File: config.mk
export PLATFORM = sky130hd
export DESIGN_NAME = network_interface_tx
export DESIGN_NICKNAME = d
export VERILOG_FILES = /design/src/rtl/network_interface_tx.sv
export SDC_FILE = /design/constraint.sdc
export NUM_CORES = 1
export LEC_CHECK = 0
export CELL_PAD_IN_SITES_DETAIL_PLACEMENT = 1
export CELL_PAD_IN_SITES_GLOBAL_PLACEMENT = 1
export CORE_MARGIN = 3
export CORE_UTILIZATION = 32
export CTS_CLUSTER_SIZE = 20
export DETAILED_ROUTE_END_ITERATION = 7
export GPL_TIMING_DRIVEN = 0
export PLACE_DENSITY = 0.89
export SYNTH_ARGS = -nofsm -noshare
export SYNTH_HDL_FRONTEND = slang
export SYNTH_SLANG_ARGS = --single-unit
export TNS_END_PERCENT = 5
File: constraint.sdc
create_clock -name clk -period 3.7 [get_ports clk]
set_input_delay 1.11 -clock clk [delete_from_list [all_inputs] [get_ports clk]]
set_output_delay 1.11 -clock clk [all_outputs]
set_load 0.1 [all_outputs]
File: src/rtl/network_interface_tx.sv
// network_interface_tx: packetises payload words into head/body/tail flits for one router
// input port. Each packet is one head flit (destination and source node IDs), FlitPerPacket-2
// body flits and one tail flit. The output stage is a single register with valid/ready flow
// control; a flit can be loaded in the same cycle the previous one is taken, so a stream with
// inputs always valid and ready_out held high gets one flit per cycle, tail-to-head included.
//
// Ports:
//   clk, rst                     clock, asynchronous active-high reset
//   pkt_valid/pkt_dest/pkt_ready packet request (destination node ID)
//   payload_in/_valid/_ready     payload words for body and tail flits
//   data_out/valid_out/ready_out flit stream to the router
//   pkt_count                    transferred tail flits, 16-bit wrapping
//                                (only when NI_TX_PKT_COUNT_EN is defined)
module network_interface_tx #(
  parameter int unsigned N             = 100,
  parameter int unsigned INDEX         = 1,
  parameter int unsigned DATA_WIDTH    = 32,
  parameter int unsigned TYPE_WIDTH    = 2,
  parameter int unsigned FlitPerPacket = 6,
  localparam int unsigned DEST_WIDTH    = $clog2(N),
  localparam int unsigned PAYLOAD_WIDTH = DATA_WIDTH - TYPE_WIDTH
) (
  input  logic                     clk,
  input  logic                     rst,
  input  logic                     pkt_valid,
  input  logic [DEST_WIDTH-1:0]    pkt_dest,
  output logic                     pkt_ready,
  input  logic [PAYLOAD_WIDTH-1:0] payload_in,
  input  logic                     payload_valid,
  output logic                     payload_ready,
  output logic [DATA_WIDTH-1:0]    data_out,
  output logic                     valid_out,
`ifdef NI_TX_PKT_COUNT_EN
  output logic [15:0]              pkt_count,
`endif
  input  logic                     ready_out
);

  localparam int unsigned CntWidth = $clog2(FlitPerPacket);
  // Count value seen on the last body handshake; unused when there are no body flits.
  localparam int unsigned LastBody = (FlitPerPacket > 2) ? FlitPerPacket - 3 : 0;

  localparam logic [TYPE_WIDTH-1:0] TypeHead = TYPE_WIDTH'(1);
  localparam logic [TYPE_WIDTH-1:0] TypeBody = TYPE_WIDTH'(2);
  localparam logic [TYPE_WIDTH-1:0] TypeTail = TYPE_WIDTH'(3);

  typedef enum logic [1:0] {StIdle, StBody, StTail} state_e;

  state_e                state_q, state_d;
  logic [CntWidth-1:0]   body_cnt_q, body_cnt_d;
  logic                  valid_q, valid_d;
  logic [DATA_WIDTH-1:0] data_q, data_d;
  logic                  slot_free;
  logic [DATA_WIDTH-1:0] head_flit, pay_flit;
`ifdef NI_TX_PKT_COUNT_EN
  logic [15:0]           pkt_count_q, pkt_count_d;
`endif

  always_comb begin
    slot_free     = !valid_q || ready_out;
    state_d       = state_q;
    body_cnt_d    = body_cnt_q;
    // An accepted flit with nothing new behind it empties the register.
    valid_d       = valid_q && !ready_out;
    data_d        = data_q;
    pkt_ready     = 1'b0;
    payload_ready = 1'b0;

    head_flit = '0;
    head_flit[DATA_WIDTH-1 -: TYPE_WIDTH]   = TypeHead;
    head_flit[DEST_WIDTH-1:0]               = pkt_dest;
    head_flit[2*DEST_WIDTH-1 -: DEST_WIDTH] = DEST_WIDTH'(INDEX);

    pay_flit = '0;
    pay_flit[PAYLOAD_WIDTH-1:0] = payload_in;

    // Handshakes are held off while reset is asserted.
    if (!rst) begin
      unique case (state_q)
        StIdle: begin
          pkt_ready = slot_free;
          if (pkt_valid && slot_free) begin
            valid_d = 1'b1;
            data_d  = head_flit;
            state_d = (FlitPerPacket > 2) ? StBody : StTail;
          end
        end
        StBody: begin
          payload_ready = slot_free;
          if (payload_valid && slot_free) begin
            valid_d                             = 1'b1;
            data_d                              = pay_flit;
            data_d[DATA_WIDTH-1 -: TYPE_WIDTH]  = TypeBody;
            if (body_cnt_q == CntWidth'(LastBody)) begin
              body_cnt_d = '0;
              state_d    = StTail;
            end else begin
              body_cnt_d = body_cnt_q + 1'b1;
            end
          end
        end
        StTail: begin
          payload_ready = slot_free;
          if (payload_valid && slot_free) begin
            valid_d                             = 1'b1;
            data_d                              = pay_flit;
            data_d[DATA_WIDTH-1 -: TYPE_WIDTH]  = TypeTail;
            state_d                             = StIdle;
          end
        end
        default: state_d = StIdle;
      endcase
    end

`ifdef NI_TX_PKT_COUNT_EN
    pkt_count_d = pkt_count_q;
    if (valid_q && ready_out && data_q[DATA_WIDTH-1 -: TYPE_WIDTH] == TypeTail) begin
      pkt_count_d = pkt_count_q + 16'd1;
    end
`endif
  end

  always_ff @(posedge clk or posedge rst) begin
    if (rst) begin
      state_q     <= StIdle;
      body_cnt_q  <= '0;
      valid_q     <= 1'b0;
      data_q      <= '0;
`ifdef NI_TX_PKT_COUNT_EN
      pkt_count_q <= '0;
`endif
    end else begin
      state_q     <= state_d;
      body_cnt_q  <= body_cnt_d;
      valid_q     <= valid_d;
      data_q      <= data_d;
`ifdef NI_TX_PKT_COUNT_EN
      pkt_count_q <= pkt_count_d;
`endif
    end
  end

  assign valid_out = valid_q;
  assign data_out  = data_q;
`ifdef NI_TX_PKT_COUNT_EN
  assign pkt_count = pkt_count_q;
`endif

endmodule

==> flow_metrics.tcl <==
set metrics [dict create \
    relSlewSlack_pct 32.5 \
    drtIter0Drc 19 \
    seq_area_sq_um 951 \
    worstPathArrival_ps 2460 \
    critPathSlowestCell "clkdlybuf4s15_2" \
    synth.avg_cell_area_sq_um 10.7 \
    multi_input_area_sq_um 778 \
    drive_gt1_share_pct 14.0 \
    period_share_pct 96.6 \
    grt_pass1_wl_microns 8800 \
    fillers 647 \
    crit_chain "clkdlybuf4s15_1 -> clkinvlp_4 -> and3_2 -> clkdlybuf4s15_2" \
    cts_buffer_depth 2 \
    path_max_fanout 6 \
    setup_viol 0 \
    path_clk_slew_ps 70 \
    crit_buf_inv 3 \
    clk_latency_ps 280 \
    num-nets-final 313 \
    dieArea_sq_um 6860 \
    tightest_slew_ps 1010 \
    cts_hold_buf 0 \
    syn-cell-area_sq_um 1890 \
    synth_fp_nets 227 \
    antennaDiodeCount 0 \
    netlist_instances 177 \
    finalNonFillerCells 336 \
    setup_ws_ps 126 \
    ys_ff_latch 38 \
    dieHeight_microns 82.8 \
    ctsRootBufferMaster "clkbuf_8" \
    critPathMaxStageDelay_ps 460 \
    via_per_inst 4.55 \
    hold_viol 0 \
    die_x_microns 82.8 \
    numPortBuffers 76 \
    vias 1528 \
    yosysWarnings 0 \
    dp_hpwl_microns 3650 \
    core_sq_um 5610 \
    place_ws_ps -1510 \
    place.gp.congestion 0.730 \
    maxCapViolCount 0 \
    clock-sinks 38 \
    fin_skew_ps 1.41 \
    grt_use_total_pct 15.7 \
    cts_tree "built" \
    worstSetupEndpointType "output port" \
    status "complete, no violations" \
    hp-class "reg -> reg" \
    grt_max_degree 21 \
    cts_made_buffers 5 \
    areaGrowthSynthToFinish_pct 51.2 \
    yosysSeqAreaShare_pct 50.4 \
    grt_pass1_vias 1848 \
    critPathLaunchType "primary input" \
    antenna_found_initial 0 \
    fmax_ghz 0.280 \
    ys_types 21 \
    setup_tns_ps 0 \
    rows 27 \
    worstPathRequired_ps 2590 \
    min_period_ps 3570 \
    drv_slew 0 \
    io-pin-count 77 \
    first_pass_iters 3 \
    path_delay_family "buffers and inverters" \
    floorplan.initialDensity_pct 33.7 \
    ctsHtreeMaxLevel 2 \
    critPathKind "in -> out" \
    dp.cells 325 \
    ant_nets 0 \
    wl_per_cell_microns 14.7 \
    drc 0 \
    gr-total-overflow 0 \
    wirelength_microns 4940 \
    rsz0062_at_grt "no" \
]
-- cell families after synthesis --
kind of cell / count (synthesis) / share of synthesized area, %
buffers and inverters: 40 / 8.55
and+or+nand+nor: 38 / 8.75
DFF: 38 / 50.4
muxes: 37 / 20.5
AOI/OAI and AO/OA: 16 / 6.49
adders and majority gates: 8 / 5.30
-- flip-flops by register name (all words and copies together), names as in the netlist --
signal and count:
state_q 2, body_cnt_q 3, valid_out 1, data_out 32
-- placed cells by master (no fill, tap or decap), types with 2 or more instances in the layout --
master	Yosys	final
ha_1	8	8
and3_2	0	2
mux2_2	14	14
buf_4	3	5
clkbuf_8	0	6
a21oi_1	3	3
clkinvlp_2	0	2
nand2_1	30	30
mux2i_1	23	23
clkdlybuf4s50_1	0	73
dfrtp_1	38	38
clkbuf_1	4	3
o22ai_1	7	7
inv_1	33	32
nor2_1	3	3
-- layer usage --
layer,vias to the layer above,part of all wire (%),global-route usage [%]
met5,-,0,0
met2,52,51,27.8
li1,738,-,-
met3,5,4.9,3.77
met4,0,1.1,4.90
met1,733,43,18.6
-- final cells by class --
type / instances / share of cell area, %
Sequential cell: 38 / 33.3
Multi-Input combinational cell: 99 / 27.3
Timing Repair Buffer: 78 / 27.0
Inverter: 33 / 4.47
Tap cell: 72 / 3.16
Clock buffer: 7 / 3.02
Buffer: 6 / 1.23
Timing Repair inverter: 2 / 0.351
Clock inverter: 1 / 0.175
-- repair_timing --
action / CTS / global route
pin swaps: 0 / 0
buffers inserted: 2 / 0
setup endpoints to repair: 2 / 2
gates cloned: 2 / 0
resized for setup: 10 / 1
-- cells in the mapped netlist --
library cell	count	area share (%)
a21boi_0	1	0.40
nand2_2	1	0.33
a2111oi_4	1	1.5
nand2b_4	1	0.73
inv_1	33	6.6
nor2_1	3	0.60
o21ai_0	1	0.26
mux2i_1	23	12
o22ai_1	7	2.3
ha_1	8	5.3
clkbuf_1	4	0.79
o21a_1	1	0.40
o31ai_1	1	0.40
buf_4	3	1.2
a21oi_1	3	0.79
nand2_1	30	6.0
and4_1	1	0.46
and3_1	2	0.66
dfrtp_1	38	50
a2111oi_0	1	0.46
mux2_2	14	8.3
-- metrics by stage --
| stage | utilization (%) | area [sq um] | hold WS (ps) |
|---|---|---|---|
| after floorplan | - | 1890 | 482 |
| after global placement | 49.0 | 2750 | 491 |
| after detailed placement | 49.0 | 2750 | 496 |
| after CTS | 51.0 | 2860 | 513 |
| after global routing | 50.9 | 2860 | 536 |
| final | 50.9 | 2860 | 509 |
-- path summary, 6_finish.rpt --
| kind | start | to | slack (ps) | depth (start not counted) |
|---|---|---|---|---|
| setup / recovery | rst | pkt_ready | 130 | 4 |
| hold / removal | data_out[2] | data_out[2] | 510 | 1 |
| setup reg to reg | state_q[1] | state_q[0] | 1510 | 6 |
| hold reg to reg | data_out[2] | data_out[2] | 510 | 1 |
| max in group asynchronous | rst | data_out[17] | 1800 | 2 |
| min in group asynchronous | rst | data_out[6] | 1240 | 3 |
Power is not shown: default switching activity piles up to over one toggle a cycle in this logic, so the estimate is an artifact.
==> RTL change 1, RTL diff (config.mk and constraints unchanged) <==
Reset style: synchronous (`rst`), changed in one clocked block. Comments in the files are not updated.
--- a/src/rtl/network_interface_tx.sv
+++ b/src/rtl/network_interface_tx.sv
@@ -120,7 +120,7 @@
 `endif
   end
 
-  always_ff @(posedge clk or posedge rst) begin
+  always_ff @(posedge clk) begin
     if (rst) begin
       state_q     <= StIdle;
       body_cnt_q  <= '0;
Check against the original RTL: differs if rst is asserted again (counterexample within 4 cycles, from zero or initial values and one cycle with rst high); with rst held inactive, the same outputs for 10 cycles.
==> RTL change 1 against the unedited design <==
Synthesized area decreased by 4.4%. Design area decreased by 3.6%. Die area decreased by 4.1%. Largest cell class is now multi-input gates. Routed wire length increased by 16%. Sequential cell count unchanged. Core utilization increased by 1.3 points. Via count increased by 16%. Worst setup slack got worse by 0.028 ns. Worst hold slack got worse by 0.045 ns.
==> RTL change 1: results <==
group,metric,value,unit
synthesis,synth_commonest_cells,"nand2_1, dfxtp_1, mux2i_1",
synthesis,synth_fp_nets,247,
grt,first_global_vias,1931,
timing,fin_worst_skew,0.00350,ns
grt,grt_pass1_wl,9070,µm
placement,post-dp-hpwl,4290,µm
critical_path,max_stage_delay,0.54,ns
route,wl_met1,2300,µm
route,drt-initial-drc-count,69,
placement,place_area,2650,µm²
timing,worstMarginPinSlew,0.992,ns
placement,place_congestion,0.735,
route,wl_met2,3050,µm
grt,grt_max_degree,13,
cells_and_area,final_layout_size_suffix_gt1_share,7.80,%
synthesis,synthTopCellsByArea,"dfxtp_1, mux2i_1, nand2_1, ha_1, a311oi_1",
clocking,post_cts_resized,14,
route,wl_met3,260,µm
synthesis,ys_seq_area_share,42.2,%
cells_and_area,fillers,620,
critical_path,critPathArrivalTime,2.49,ns
cells_and_area,nets,330,
critical_path,worstPathMaxFanout,10,
status,outcome,"finished clean",
clocking,postCtsSetupBuffers,0,
synthesis,synth_cell_types,33,
placement,dpl_worst_slack,-0.969,ns
route,drt_wl_total,5730,µm
route,routed_via_density,5.05,
grt,grt_usage,18.1,%
==> RTL change 1: cell types whose count changed after synthesis, moves of 7 or more <==
cell,change
dfrtp_1,-38
dfxtp_1,+38
inv_1,-29
nand2_1,+20
mux2_2,-14
a31oi_1,+9
nand2b_1,+9
a311oi_1,+8
o211ai_1,+7
o22ai_1,-7
==> RTL change 1: through the flow <==
step                setup TNS (ns)  instances  hold WS (ns)
finish                           0        352         0.465
global route                     0        352         0.483
CTS                              0        352         0.470
detailed placement           -1.93        344         0.460
global placement             -1.89        344         0.444
floorplan                        0        198         0.443
==> RTL change 1: worst min-delay path: cells and delay by family, from the launching register on <==
family | cells | cell delay [ns]
flops | 1 | 0.31
mux | 1 | 0.06
simple gates | 1 | 0.05
==> RTL change 1: layer usage <==
layer	vias to the layer above	track usage (%)
met5	-	0
met4	0	8.11
met3	14	3.88
met2	54	32.9
met1	856	19.9
li1	855	-
==> RTL change 1: worst paths after layout <==
check	endpoint	cells past startpoint	startpoint	slack, ns
worst min-delay path	data_out[29]	2	data_out[29]	0.46
worst max-delay path	payload_ready	5	rst	0.1
worst min register to register	data_out[29]	2	data_out[29]	0.46
worst max register to register	data_out[13]	8	state_q[0]	1.58
==> RTL change 1: final cells by class <==
class	instances	share of cell area, %
clock buffer	6	3.00
tap	70	3.18
timing repair buffer	76	27.7
buffer	14	2.77
sequential	38	27.6
clock inverter	2	0.455
multi-input combinational	141	34.5
inverter	5	0.682
==> RTL change 1: kinds of logic after synthesis <==
logic type | count (synthesis) | share of synthesized area (%)
AOI/OAI and AO/OA | 35 | 14.4
adders and majority gates | 7 | 4.85
buffers and inverters | 19 | 5.13
DFF | 38 | 42.2
muxes | 25 | 13.9
and+or+nand+nor | 74 | 19.6
==> RTL change 2, RTL diff (same settings) <==
Without the edit above. Change the parameter `FlitPerPacket` from 6 to 7.
--- a/src/rtl/network_interface_tx.sv
+++ b/src/rtl/network_interface_tx.sv
@@ -16,7 +16,7 @@
   parameter int unsigned INDEX         = 1,
   parameter int unsigned DATA_WIDTH    = 32,
   parameter int unsigned TYPE_WIDTH    = 2,
-  parameter int unsigned FlitPerPacket = 6,
+  parameter int unsigned FlitPerPacket = 7,
   localparam int unsigned DEST_WIDTH    = $clog2(N),
   localparam int unsigned PAYLOAD_WIDTH = DATA_WIDTH - TYPE_WIDTH
 ) (
Formal check against the unedited RTL: not equivalent (Yosys sat finds a counterexample within 10 cycles, from zero or initial values and one cycle with rst high).
==> RTL change 2 against the unedited design <==
First-iteration DRC count up 32%. Non-clock buffer count up 1. Design area up 1.4%. Worst setup slack worse by 0.017 ns. Critical endpoint unchanged. Critical path depth unchanged. Final cell count up 2.1%. Core utilization up 0.43 points. Sequential cell count unchanged. Synthesized area up 1.1%. Routed wire length up 5.5%. Worst hold slack worse by 0.013 ns. Sequential share of layout area down 0.47 points.
Power is not shown: default switching activity piles up to over one toggle a cycle in this logic, so the estimate is an artifact.
==> RTL change 2: results <==
group,metric,value,unit
route,wl_met2,2690,µm
critical_path,max_stage_delay,0.55,ns
synthesis,synth_fp_nets,234,
synthesis,synth_fa_ha_area_share,5.90,%
synthesis,synth_cell_types,24,
cells_and_area,final_layout_size_suffix_gt1_share,9.59,%
timing,worstMarginPinSlew,1.04,ns
synthesis,synth_ff_type,"dfrtp_1",
placement,place_congestion,0.764,
grt,antenna_found_initial,0,
cells_and_area,nets,321,
grt,grt.met2_usage,29.3,%
grt,grtUsageMet3,3.47,%
placement,port_buffers,76,
route,routed_via_density,4.68,
clocking,clk_latency,0.29,ns
route,wl_met3,244,µm
grt,grt_usage,15.9,%
synthesis,synthTopCellsByArea,"dfrtp_1, mux2i_1, inv_1, nand2_1, ha_1",
status,outcome,"finished clean",
route,wl_met1,2210,µm
critical_path,critPathArrivalTime,2.48,ns
placement,post-dp-hpwl,3740,µm
synthesis,synth-compound-area-share,7.40,%
route,drt-initial-drc-count,25,
route,wl_per_cell,15.2,µm
timing,fin_worst_skew,0.00688,ns
synthesis,muxShareOfSynthArea,19.1,%
route,top_layer,"met4",
min_path,min_path_type,"flip-flop to flip-flop",
cells_and_area,fillers,632,
grt,first_global_vias,1822,
grt,grt_pass1_wl,8840,µm
grt,grt_util_met1,18.5,%
synthesis,ys_seq_area_share,49.8,%
route,drc,0,
synthesis,synth_xor_area_share,0,%
synthesis,synth_commonest_cells,"dfrtp_1, inv_1, nand2_1",
==> RTL change 2: stage by stage <==
| stage | cells | setup TNS (ns) | hold WS [ns] | area [µm²] | worst slack [ns] |
|---|---|---|---|---|---|
| 6_report | 343 | 0 | 0.496 | 2900 | 0.109 |
| 5_1_grt | 343 | 0 | 0.510 | 2900 | 0.00775 |
| 4_1_cts | 343 | 0 | 0.498 | 2890 | 0.0928 |
| 3_5_place_dp | 331 | -3.02 | 0.482 | 2770 | -1.51 |
| 3_3_place_gp | 331 | -2.98 | 0.469 | 2770 | -1.49 |
| 2_1_floorplan | 183 | 0 | 0.514 | 1920 | 0.303 |
==> RTL change 2: area by class of cell <==
type,instances,area (µm²),area share (%)
clock inverter,1,30.0,1.04
multi-input combinational,104,796,27.5
timing repair buffer,78,773,26.7
tap,72,90.1,3.11
inverter,34,131,4.54
sequential,38,951,32.8
buffer,7,38.8,1.34
timing repair inverter,2,10.0,0.346
clock buffer,7,76.3,2.63
==> RTL change 2: repair_timing <==
action,4_1_cts,5_1_grt
gates cloned,2,0
setup endpoints to repair,2,1
resized for setup,10,1
setup buffers,2,0
pin swaps,0,0
==> RTL change 2: path summary, 6_finish.rpt <==
kind,from,to,slack (ns),depth (start not counted)
max,ready_out,pkt_ready,0.11,4
min,data_out[2],data_out[2],0.50,1
max reg2reg,state_q[1],data_out[0],1.45,7
min reg2reg,data_out[2],data_out[2],0.50,1
max in group asynchronous,rst,data_out[13],1.84,2
min in group asynchronous,rst,valid_out,1.14,3
==> RTL change 2: worst reg2reg max path: stages, from the launching register on <==
cell	delay [ns]
dfrtp_1	0.42
inv_1	0.12
ha_1	0.22
nor2_1	0.11
a21oi_1	0.08
a2111oi_4	0.53
buf_4	0.29
mux2_1	0.34
